--- src/rtl/pipe_hazard_ctrl_if.sv ---
// rtl/pipe_hazard_ctrl_if.sv - hazard controller <-> pipeline signal bundle
//
// Ports (master = controller side):
//   hazard sources in : if_busy, ls_busy, ex_busy, ex_is_load, ex_rd, id_rs1/2,
//                       id_rs1/2_used, ex_br_taken, ex_br_target, ex_mret, mepc,
//                       ls_trap_req, trap_vec
//   controls out      : stall_n_if/id/ex/ls, flush_id/ex/ls, in_trap_id, out_trap_id,
//                       redirect_valid, redirect_pc, trap_ack, stall_cnt, redirect_cnt
interface pipe_hazard_ctrl_if #(
  parameter int XLEN   = 64,
  parameter int RIDX_W = 5
);
  logic              if_busy;
  logic              ls_busy;
  logic              ex_busy;
  logic              ex_is_load;
  logic [RIDX_W-1:0] ex_rd;
  logic [RIDX_W-1:0] id_rs1;
  logic [RIDX_W-1:0] id_rs2;
  logic              id_rs1_used;
  logic              id_rs2_used;
  logic              ex_br_taken;
  logic [XLEN-1:0]   ex_br_target;
  logic              ex_mret;
  logic [XLEN-1:0]   mepc;
  logic              ls_trap_req;
  logic [XLEN-1:0]   trap_vec;

  logic              stall_n_if;
  logic              stall_n_id;
  logic              stall_n_ex;
  logic              stall_n_ls;
  logic              flush_id;
  logic              flush_ex;
  logic              flush_ls;
  logic              in_trap_id;
  logic              out_trap_id;
  logic              redirect_valid;
  logic [XLEN-1:0]   redirect_pc;
  logic              trap_ack;
  logic [31:0]       stall_cnt;
  logic [31:0]       redirect_cnt;

  modport master (
    input  if_busy, ls_busy, ex_busy, ex_is_load, ex_rd, id_rs1, id_rs2,
           id_rs1_used, id_rs2_used, ex_br_taken, ex_br_target, ex_mret, mepc,
           ls_trap_req, trap_vec,
    output stall_n_if, stall_n_id, stall_n_ex, stall_n_ls, flush_id, flush_ex,
           flush_ls, in_trap_id, out_trap_id, redirect_valid, redirect_pc,
           trap_ack, stall_cnt, redirect_cnt
  );

  modport slave (
    output if_busy, ls_busy, ex_busy, ex_is_load, ex_rd, id_rs1, id_rs2,
           id_rs1_used, id_rs2_used, ex_br_taken, ex_br_target, ex_mret, mepc,
           ls_trap_req, trap_vec,
    input  stall_n_if, stall_n_id, stall_n_ex, stall_n_ls, flush_id, flush_ex,
           flush_ls, in_trap_id, out_trap_id, redirect_valid, redirect_pc,
           trap_ack, stall_cnt, redirect_cnt
  );
endinterface

--- src/rtl/pipe_hazard_ctrl.sv ---
// rtl/pipe_hazard_ctrl.sv - five-stage pipeline stall/flush/redirect and trap sequencer
//
// Ports:
//   clk  : clock
//   rst  : synchronous active-high reset
//   bus  : pipe_hazard_ctrl_if.master (hazard sources in, stage controls out)
// Optional: PIPE_HAZARD_CTRL_PERF_EN builds the stall/redirect perf counters;
//           otherwise stall_cnt/redirect_cnt read 0.
module pipe_hazard_ctrl #(
  parameter int XLEN   = 64,
  parameter int RIDX_W = 5
) (
  input logic             clk,
  input logic             rst,
  pipe_hazard_ctrl_if.master bus
);

  typedef enum logic [1:0] {RUN, DRAIN, ENTER, EXIT} state_t;

  state_t            state_q, state_d;
  logic [XLEN-1:0]   vec_q, vec_d;
  logic [XLEN-1:0]   mepc_q, mepc_d;

  logic              stall_n_if, stall_n_id, stall_n_ex, stall_n_ls;
  logic              flush_id, flush_ex, flush_ls;
  logic              in_trap_id, out_trap_id, trap_ack;
  logic              redirect_valid;
  logic [XLEN-1:0]   redirect_pc;
  logic              load_use;

  // x0 is hardwired, so a load targeting it never creates a dependency.
  assign load_use = bus.ex_is_load && (bus.ex_rd != {RIDX_W{1'b0}}) &&
                    ((bus.id_rs1_used && (bus.id_rs1 == bus.ex_rd)) ||
                     (bus.id_rs2_used && (bus.id_rs2 == bus.ex_rd)));

  always_comb begin
    state_d        = state_q;
    vec_d          = vec_q;
    mepc_d         = mepc_q;
    stall_n_if     = 1'b1;
    stall_n_id     = 1'b1;
    stall_n_ex     = 1'b1;
    stall_n_ls     = 1'b1;
    flush_id       = 1'b0;
    flush_ex       = 1'b0;
    flush_ls       = 1'b0;
    in_trap_id     = 1'b0;
    out_trap_id    = 1'b0;
    trap_ack       = 1'b0;
    redirect_valid = 1'b0;
    redirect_pc    = '0;

    // Outputs keep their idle values while rst is held, whatever the state.
    if (!rst) begin
      case (state_q)
        RUN: begin
          if (bus.ls_trap_req) begin
            // Freeze everything; the trapping instruction must finish its memory access first.
            stall_n_if = 1'b0;
            stall_n_id = 1'b0;
            stall_n_ex = 1'b0;
            stall_n_ls = 1'b0;
            vec_d      = bus.trap_vec;
            state_d    = bus.ls_busy ? DRAIN : ENTER;
          end else if (bus.ls_busy) begin
            stall_n_if = 1'b0;
            stall_n_id = 1'b0;
            stall_n_ex = 1'b0;
            stall_n_ls = 1'b0;
          end else if (bus.ex_busy) begin
            // LS keeps draining; feed it bubbles while EX is occupied.
            stall_n_if = 1'b0;
            stall_n_id = 1'b0;
            stall_n_ex = 1'b0;
            flush_ls   = 1'b1;
          end else if (bus.ex_mret) begin
            stall_n_if = 1'b0;
            stall_n_id = 1'b0;
            flush_ex   = 1'b1;
            mepc_d     = bus.mepc;
            state_d    = EXIT;
          end else if (bus.ex_br_taken) begin
            redirect_valid = 1'b1;
            redirect_pc    = bus.ex_br_target;
            flush_id       = 1'b1;
            flush_ex       = 1'b1;
          end else if (load_use) begin
            stall_n_if = 1'b0;
            stall_n_id = 1'b0;
            flush_ex   = 1'b1;
          end else if (bus.if_busy) begin
            stall_n_if = 1'b0;
            flush_id   = 1'b1;
          end
        end
        DRAIN: begin
          stall_n_if = 1'b0;
          stall_n_id = 1'b0;
          stall_n_ex = 1'b0;
          stall_n_ls = 1'b0;
          if (!bus.ls_busy) state_d = ENTER;
        end
        ENTER: begin
          redirect_valid = 1'b1;
          redirect_pc    = vec_q;
          flush_id       = 1'b1;
          flush_ex       = 1'b1;
          flush_ls       = 1'b1;
          in_trap_id     = 1'b1;
          trap_ack       = 1'b1;
          state_d        = RUN;
        end
        EXIT: begin
          redirect_valid = 1'b1;
          redirect_pc    = mepc_q;
          flush_id       = 1'b1;
          flush_ex       = 1'b1;
          out_trap_id    = 1'b1;
          state_d        = RUN;
        end
        default: state_d = RUN;
      endcase
    end
  end

  always_ff @(posedge clk) begin
    if (rst) begin
      state_q <= RUN;
      vec_q   <= '0;
      mepc_q  <= '0;
    end else begin
      state_q <= state_d;
      vec_q   <= vec_d;
      mepc_q  <= mepc_d;
    end
  end

  assign bus.stall_n_if     = stall_n_if;
  assign bus.stall_n_id     = stall_n_id;
  assign bus.stall_n_ex     = stall_n_ex;
  assign bus.stall_n_ls     = stall_n_ls;
  assign bus.flush_id       = flush_id;
  assign bus.flush_ex       = flush_ex;
  assign bus.flush_ls       = flush_ls;
  assign bus.in_trap_id     = in_trap_id;
  assign bus.out_trap_id    = out_trap_id;
  assign bus.trap_ack       = trap_ack;
  assign bus.redirect_valid = redirect_valid;
  assign bus.redirect_pc    = redirect_pc;

`ifdef PIPE_HAZARD_CTRL_PERF_EN
  logic [31:0] stall_cnt_q;
  logic [31:0] redirect_cnt_q;

  // Counters wrap naturally at 2^32.
  always_ff @(posedge clk) begin
    if (rst) begin
      stall_cnt_q    <= '0;
      redirect_cnt_q <= '0;
    end else begin
      if (!stall_n_if)    stall_cnt_q    <= stall_cnt_q + 32'd1;
      if (redirect_valid) redirect_cnt_q <= redirect_cnt_q + 32'd1;
    end
  end

  assign bus.stall_cnt    = stall_cnt_q;
  assign bus.redirect_cnt = redirect_cnt_q;
`else
  assign bus.stall_cnt    = '0;
  assign bus.redirect_cnt = '0;
`endif

endmodule
--- src/flat_wrapper.sv ---
// flat-port wrapper written by rule: the top's interface ports become plain ports
module pipe_hazard_ctrl_flat 
#(
  parameter int XLEN   = 64,
  parameter int RIDX_W = 5
)
  (clk, rst, bus_if_busy, bus_ls_busy, bus_ex_busy, bus_ex_is_load, bus_ex_rd, bus_id_rs1, bus_id_rs2, bus_id_rs1_used, bus_id_rs2_used, bus_ex_br_taken, bus_ex_br_target, bus_ex_mret, bus_mepc, bus_ls_trap_req, bus_trap_vec, bus_stall_n_if, bus_stall_n_id, bus_stall_n_ex, bus_stall_n_ls, bus_flush_id, bus_flush_ex, bus_flush_ls, bus_in_trap_id, bus_out_trap_id, bus_redirect_valid, bus_redirect_pc, bus_trap_ack, bus_stall_cnt, bus_redirect_cnt);
  pipe_hazard_ctrl_if #(.XLEN(XLEN), .RIDX_W(RIDX_W)) bus_i ();
  input logic clk;
  input logic rst;
  input wire logic [$bits(bus_i.if_busy)-1:0] bus_if_busy;
  input wire logic [$bits(bus_i.ls_busy)-1:0] bus_ls_busy;
  input wire logic [$bits(bus_i.ex_busy)-1:0] bus_ex_busy;
  input wire logic [$bits(bus_i.ex_is_load)-1:0] bus_ex_is_load;
  input wire logic [$bits(bus_i.ex_rd)-1:0] bus_ex_rd;
  input wire logic [$bits(bus_i.id_rs1)-1:0] bus_id_rs1;
  input wire logic [$bits(bus_i.id_rs2)-1:0] bus_id_rs2;
  input wire logic [$bits(bus_i.id_rs1_used)-1:0] bus_id_rs1_used;
  input wire logic [$bits(bus_i.id_rs2_used)-1:0] bus_id_rs2_used;
  input wire logic [$bits(bus_i.ex_br_taken)-1:0] bus_ex_br_taken;
  input wire logic [$bits(bus_i.ex_br_target)-1:0] bus_ex_br_target;
  input wire logic [$bits(bus_i.ex_mret)-1:0] bus_ex_mret;
  input wire logic [$bits(bus_i.mepc)-1:0] bus_mepc;
  input wire logic [$bits(bus_i.ls_trap_req)-1:0] bus_ls_trap_req;
  input wire logic [$bits(bus_i.trap_vec)-1:0] bus_trap_vec;
  output wire logic [$bits(bus_i.stall_n_if)-1:0] bus_stall_n_if;
  output wire logic [$bits(bus_i.stall_n_id)-1:0] bus_stall_n_id;
  output wire logic [$bits(bus_i.stall_n_ex)-1:0] bus_stall_n_ex;
  output wire logic [$bits(bus_i.stall_n_ls)-1:0] bus_stall_n_ls;
  output wire logic [$bits(bus_i.flush_id)-1:0] bus_flush_id;
  output wire logic [$bits(bus_i.flush_ex)-1:0] bus_flush_ex;
  output wire logic [$bits(bus_i.flush_ls)-1:0] bus_flush_ls;
  output wire logic [$bits(bus_i.in_trap_id)-1:0] bus_in_trap_id;
  output wire logic [$bits(bus_i.out_trap_id)-1:0] bus_out_trap_id;
  output wire logic [$bits(bus_i.redirect_valid)-1:0] bus_redirect_valid;
  output wire logic [$bits(bus_i.redirect_pc)-1:0] bus_redirect_pc;
  output wire logic [$bits(bus_i.trap_ack)-1:0] bus_trap_ack;
  output wire logic [$bits(bus_i.stall_cnt)-1:0] bus_stall_cnt;
  output wire logic [$bits(bus_i.redirect_cnt)-1:0] bus_redirect_cnt;
  assign bus_i.if_busy = bus_if_busy;
  assign bus_i.ls_busy = bus_ls_busy;
  assign bus_i.ex_busy = bus_ex_busy;
  assign bus_i.ex_is_load = bus_ex_is_load;
  assign bus_i.ex_rd = bus_ex_rd;
  assign bus_i.id_rs1 = bus_id_rs1;
  assign bus_i.id_rs2 = bus_id_rs2;
  assign bus_i.id_rs1_used = bus_id_rs1_used;
  assign bus_i.id_rs2_used = bus_id_rs2_used;
  assign bus_i.ex_br_taken = bus_ex_br_taken;
  assign bus_i.ex_br_target = bus_ex_br_target;
  assign bus_i.ex_mret = bus_ex_mret;
  assign bus_i.mepc = bus_mepc;
  assign bus_i.ls_trap_req = bus_ls_trap_req;
  assign bus_i.trap_vec = bus_trap_vec;
  assign bus_stall_n_if = bus_i.stall_n_if;
  assign bus_stall_n_id = bus_i.stall_n_id;
  assign bus_stall_n_ex = bus_i.stall_n_ex;
  assign bus_stall_n_ls = bus_i.stall_n_ls;
  assign bus_flush_id = bus_i.flush_id;
  assign bus_flush_ex = bus_i.flush_ex;
  assign bus_flush_ls = bus_i.flush_ls;
  assign bus_in_trap_id = bus_i.in_trap_id;
  assign bus_out_trap_id = bus_i.out_trap_id;
  assign bus_redirect_valid = bus_i.redirect_valid;
  assign bus_redirect_pc = bus_i.redirect_pc;
  assign bus_trap_ack = bus_i.trap_ack;
  assign bus_stall_cnt = bus_i.stall_cnt;
  assign bus_redirect_cnt = bus_i.redirect_cnt;
  pipe_hazard_ctrl #(.XLEN(XLEN), .RIDX_W(RIDX_W)) u_core (.clk(clk), .rst(rst), .bus(bus_i));
endmodule
--- config.mk ---
export PLATFORM = sky130hd
export DESIGN_NAME = pipe_hazard_ctrl_flat
export DESIGN_NICKNAME = d
export VERILOG_FILES = /design/src/rtl/pipe_hazard_ctrl_if.sv /design/src/rtl/pipe_hazard_ctrl.sv /design/src/flat_wrapper.sv
export SDC_FILE = /design/constraint.sdc
export NUM_CORES = 1
export LEC_CHECK = 0
export ABC_AREA = 1
export BUFFER_PORTS_ARGS = -buffer_cell sky130_fd_sc_hd__buf_2
export CORE_AREA = 5 5 134 136
export CTS_CLUSTER_SIZE = 20
export DETAILED_ROUTE_END_ITERATION = 7
export DIE_AREA = 0 0 139 141
export MAX_ROUTING_LAYER = met4
export PLACE_DENSITY_LB_ADDON = 0.15
export SLEW_MARGIN = 25
export SYNTH_ARGS = -nofsm -noshare
export SYNTH_HDL_FRONTEND = slang
export SYNTH_SLANG_ARGS = --single-unit
--- constraint.sdc ---
create_clock -name clk -period 7.4 [get_ports clk]
set_input_delay 2.22 -clock clk [delete_from_list [all_inputs] [get_ports clk]]
set_output_delay 2.22 -clock clk [all_outputs]
set_load 0.01 [all_outputs]
==> results.yml <==
cts:
  cts_hold_buf: 0
  clockBufferDepth: 2
  clock_latency_ns: 0.41
  cts_sinks: 130
  h-tree-depth: 4
  numCtsBuffers: 17
  cts_setup_buffers: 0
  cts_root_buf: "clkbuf_16"
  cts.clk_slew.worst_paths_ns: 0.06
  post_cts_resize_count: 0
  cts_tree: "done"
cells_and_area:
  drive_gt1_share_pct: 26.7
  nets: 1482
  fillers: 1824
  syn_to_final_growth_pct: 27.9
  seq_area_um2: 2600
  multi_input_comb_area_um2: 3270
yosys:
  synth_compound_area_share_pct: 22.4
  muxShareOfSynthArea_pct: 0
  synthAdderAreaFrac_pct: 0
  ys_seq_area_share_pct: 39.1
  ys_types: 21
  netlist_area_um2: 6660
  avgSynthCellArea_um2: 6.55
  synth_seq_cells: 130
  synth_top_family_by_area: "simple AND/OR/NAND/NOR gates"
  synthXorXnorAreaFrac_pct: 0
  yosys.area_share.simple_pct: 22.5
  synth_cells: 1017
  yosysWarnings: 0
pwr:
  vdd_drop_max_mv: 0.151
  powerDensity_nw_per_um2: 211
  power_switching_uw: 494
  p_seq_share_pct: 42.6
  swShare_pct: 27.5
  power.internal_mw: 1.31
  clock_power_share_pct: 43.4
  p_leak_nw: 3.98
  p_total_mw: 1.80
  p_comb_share_pct: 13.9
routing:
  vias: 7160
  firstDrtPassIters: 7
  wl_per_cell_um: 14.9
  via_per_inst: 4.75
  route.detailed.drc: 0
  drt_iter0_markers: 345
  postRouteAntennaNets: 0
  routed_wl_mm: 22.5
floorplanning:
  ios: 357
  rows: 48
  dieArea_um2: 19600
  die_w_um: 139
  initial_core_util_pct: 39.6
  fp.coreArea_um2: 16800
  dieHeight_um: 141
global_route:
  grt.met3_usage_pct: 4.85
  met1_usage_pct: 26.6
  grtUsageTotal_pct: 22.3
  met2_usage_pct: 37.5
  top_usage_layer: "met2"
  grt_max_degree: 108
  antenna_found_initial: 4
  grt_pass1_wl_mm: 34.6
  grt_pass1_vias: 6799
  grt.overflow.total: 0
setup_path:
  arrival_ns: 4.03
  critPathKind: "primary input to output pin"
  cp_max_fo: 33
  critPathCaptureType: "output pin"
  cp-startpoint: "bus_ls_busy"
  cp.required_ns: 5.18
  r2r_cells: 7
  r2r_start: "u_core.state_q[1]"
  reg2reg_slack_ns: 5.31
  reg2reg_to: "u_core.mepc_q[50]"
  startpoint_type: "primary input"
sta:
  rsz0062_at_grt: "no"
  slew_viol_final: 0
  fin_setup_tns_ns: 0
  fmax_mhz: 160
  final-hold-violation-count: 0
  skew_ns: 0.0118
  setup_viol: 0
  tightest_slew_ns: 1.00
  min_period_over_period_pct: 84.5
  period_minus_slack_ns: 6.25
  max-slew-margin-rel_pct: 33.1
placement:
  place_congestion: 0.848
  port-buffer-count: 292
  hpwl_mm: 15.7
min_path:
  hp-start: "u_core.mepc_q[11]"
  hold_depth: 2
  holdCritPathClass: "flip-flop to flip-flop"
  hold_end: "u_core.mepc_q[11]"
outcome:
  status: "complete, no violations"
flow_run:
  maxCapViolations: 0
-- worst max path at each step --
stage                               end  slack (ns)  cells past startpoint
finish                     bus_flush_id        1.15                     11
global route        bus_redirect_pc[30]        0.97                     11
CTS                 bus_redirect_pc[14]        1.21                     11
detailed placement  bus_redirect_pc[40]        1.22                     11
global placement    bus_redirect_pc[41]        1.24                     11
floorplan            bus_redirect_pc[3]        1.89                      9
-- layout make-up --
| cell class | instances | share of cell area [%] |
|---|---|---|
| Inverter | 72 | 3.17 |
| Clock inverter | 14 | 1.35 |
| Clock buffer | 18 | 5.16 |
| Antenna cell | 5 | 0.147 |
| Sequential cell | 130 | 30.6 |
| Timing Repair Buffer | 301 | 18.0 |
| Tap cell | 225 | 3.30 |
| Multi-Input combinational cell | 742 | 38.3 |
-- cells in the final DEF (no fill, tap or decap), types with 10 or more instances in the layout --
master	instances
dfxtp_1	130
a21oi_1	112
a31oi_1	19
buf_2	291
conb_1	64
o21ai_0	151
buf_4	10
nand3_1	27
inv_1	69
nand2_1	163
clkbuf_16	17
nor2_1	192
-- logic make-up (layout without fill, tap and decap cells) --
| kind of cell | Yosys count | count (layout) |
|---|---|---|
| AND/OR/NAND/NOR | 387 | 387 |
| AO/OA/AOI/OAI | 291 | 291 |
| buffers and inverters | 208 | 405 |
| flip-flops | 130 | 130 |
| other | 1 | 69 |
-- routing by layer --
metal / part of all wire (%) / wire length [um]
met5: 0 / 0
met4: 1.4 / 319
met3: 6.2 / 1400
met2: 50 / 11200
met1: 43 / 9600
-- power groups by stage --
stage / registers [mW] / clock network, mW / logic, mW
final: 0.768 / 0.782 / 0.251
after global placement: 0.781 / 0 / 0.247
after floorplan: 0.776 / 0 / 0.171
after global routing: 0.772 / 0.831 / 0.284
after detailed placement: 0.782 / 0 / 0.249
after CTS: 0.767 / 0.798 / 0.251
-- flip-flops by register name, indices dropped and copies added (netlist names) --
signal and cells:
u_core.mepc_q 64, u_core.state_q 2, u_core.vec_q 64
-- synthesized netlist by cell type --
library cell / number / area (um2)
nand2_1: 164 / 616
a22oi_1: 2 / 15.0
inv_1: 71 / 267
o311ai_0: 1 / 8.76
a21oi_1: 112 / 561
nor2_1: 194 / 728
buf_1: 3 / 11.3
o21ai_0: 151 / 756
a31oi_1: 19 / 119
conb_1: 1 / 3.75
nor2_4: 1 / 11.3
nor2_2: 1 / 6.26
o22ai_1: 1 / 6.26
inv_2: 1 / 3.75
o21a_1: 1 / 7.51
o21ai_1: 4 / 20.0
buf_4: 70 / 526
dfxtp_1: 130 / 2600
buf_2: 17 / 85.1
nand3_1: 27 / 135
clkbuf_1: 46 / 173
-- critical path, cell delays in order --
cell	delay [ns]
buf_2	0.11
inv_1	0.11
nand3_1	0.15
nor2_4	0.10
buf_4	0.28
nand2_1	0.16
nor2_4	0.11
buf_4	0.33
nor2_1	0.10
o22ai_1	0.18
buf_2	0.17
-- per-stage QoR --
stage	instance area [um2]	instances	utilization, %	hold WS (ns)	worst slack (ns)
floorplan	6900	1080	-	0.425	1.89
global route	8520	1506	50.6	0.465	0.974
global placement	7940	1470	47.2	0.434	1.24
CTS	8500	1502	50.5	0.448	1.21
finish	8520	1507	50.7	0.445	1.15
detailed placement	7940	1470	47.2	0.439	1.22
No activity file was read; power rests on OpenSTA's default activity.
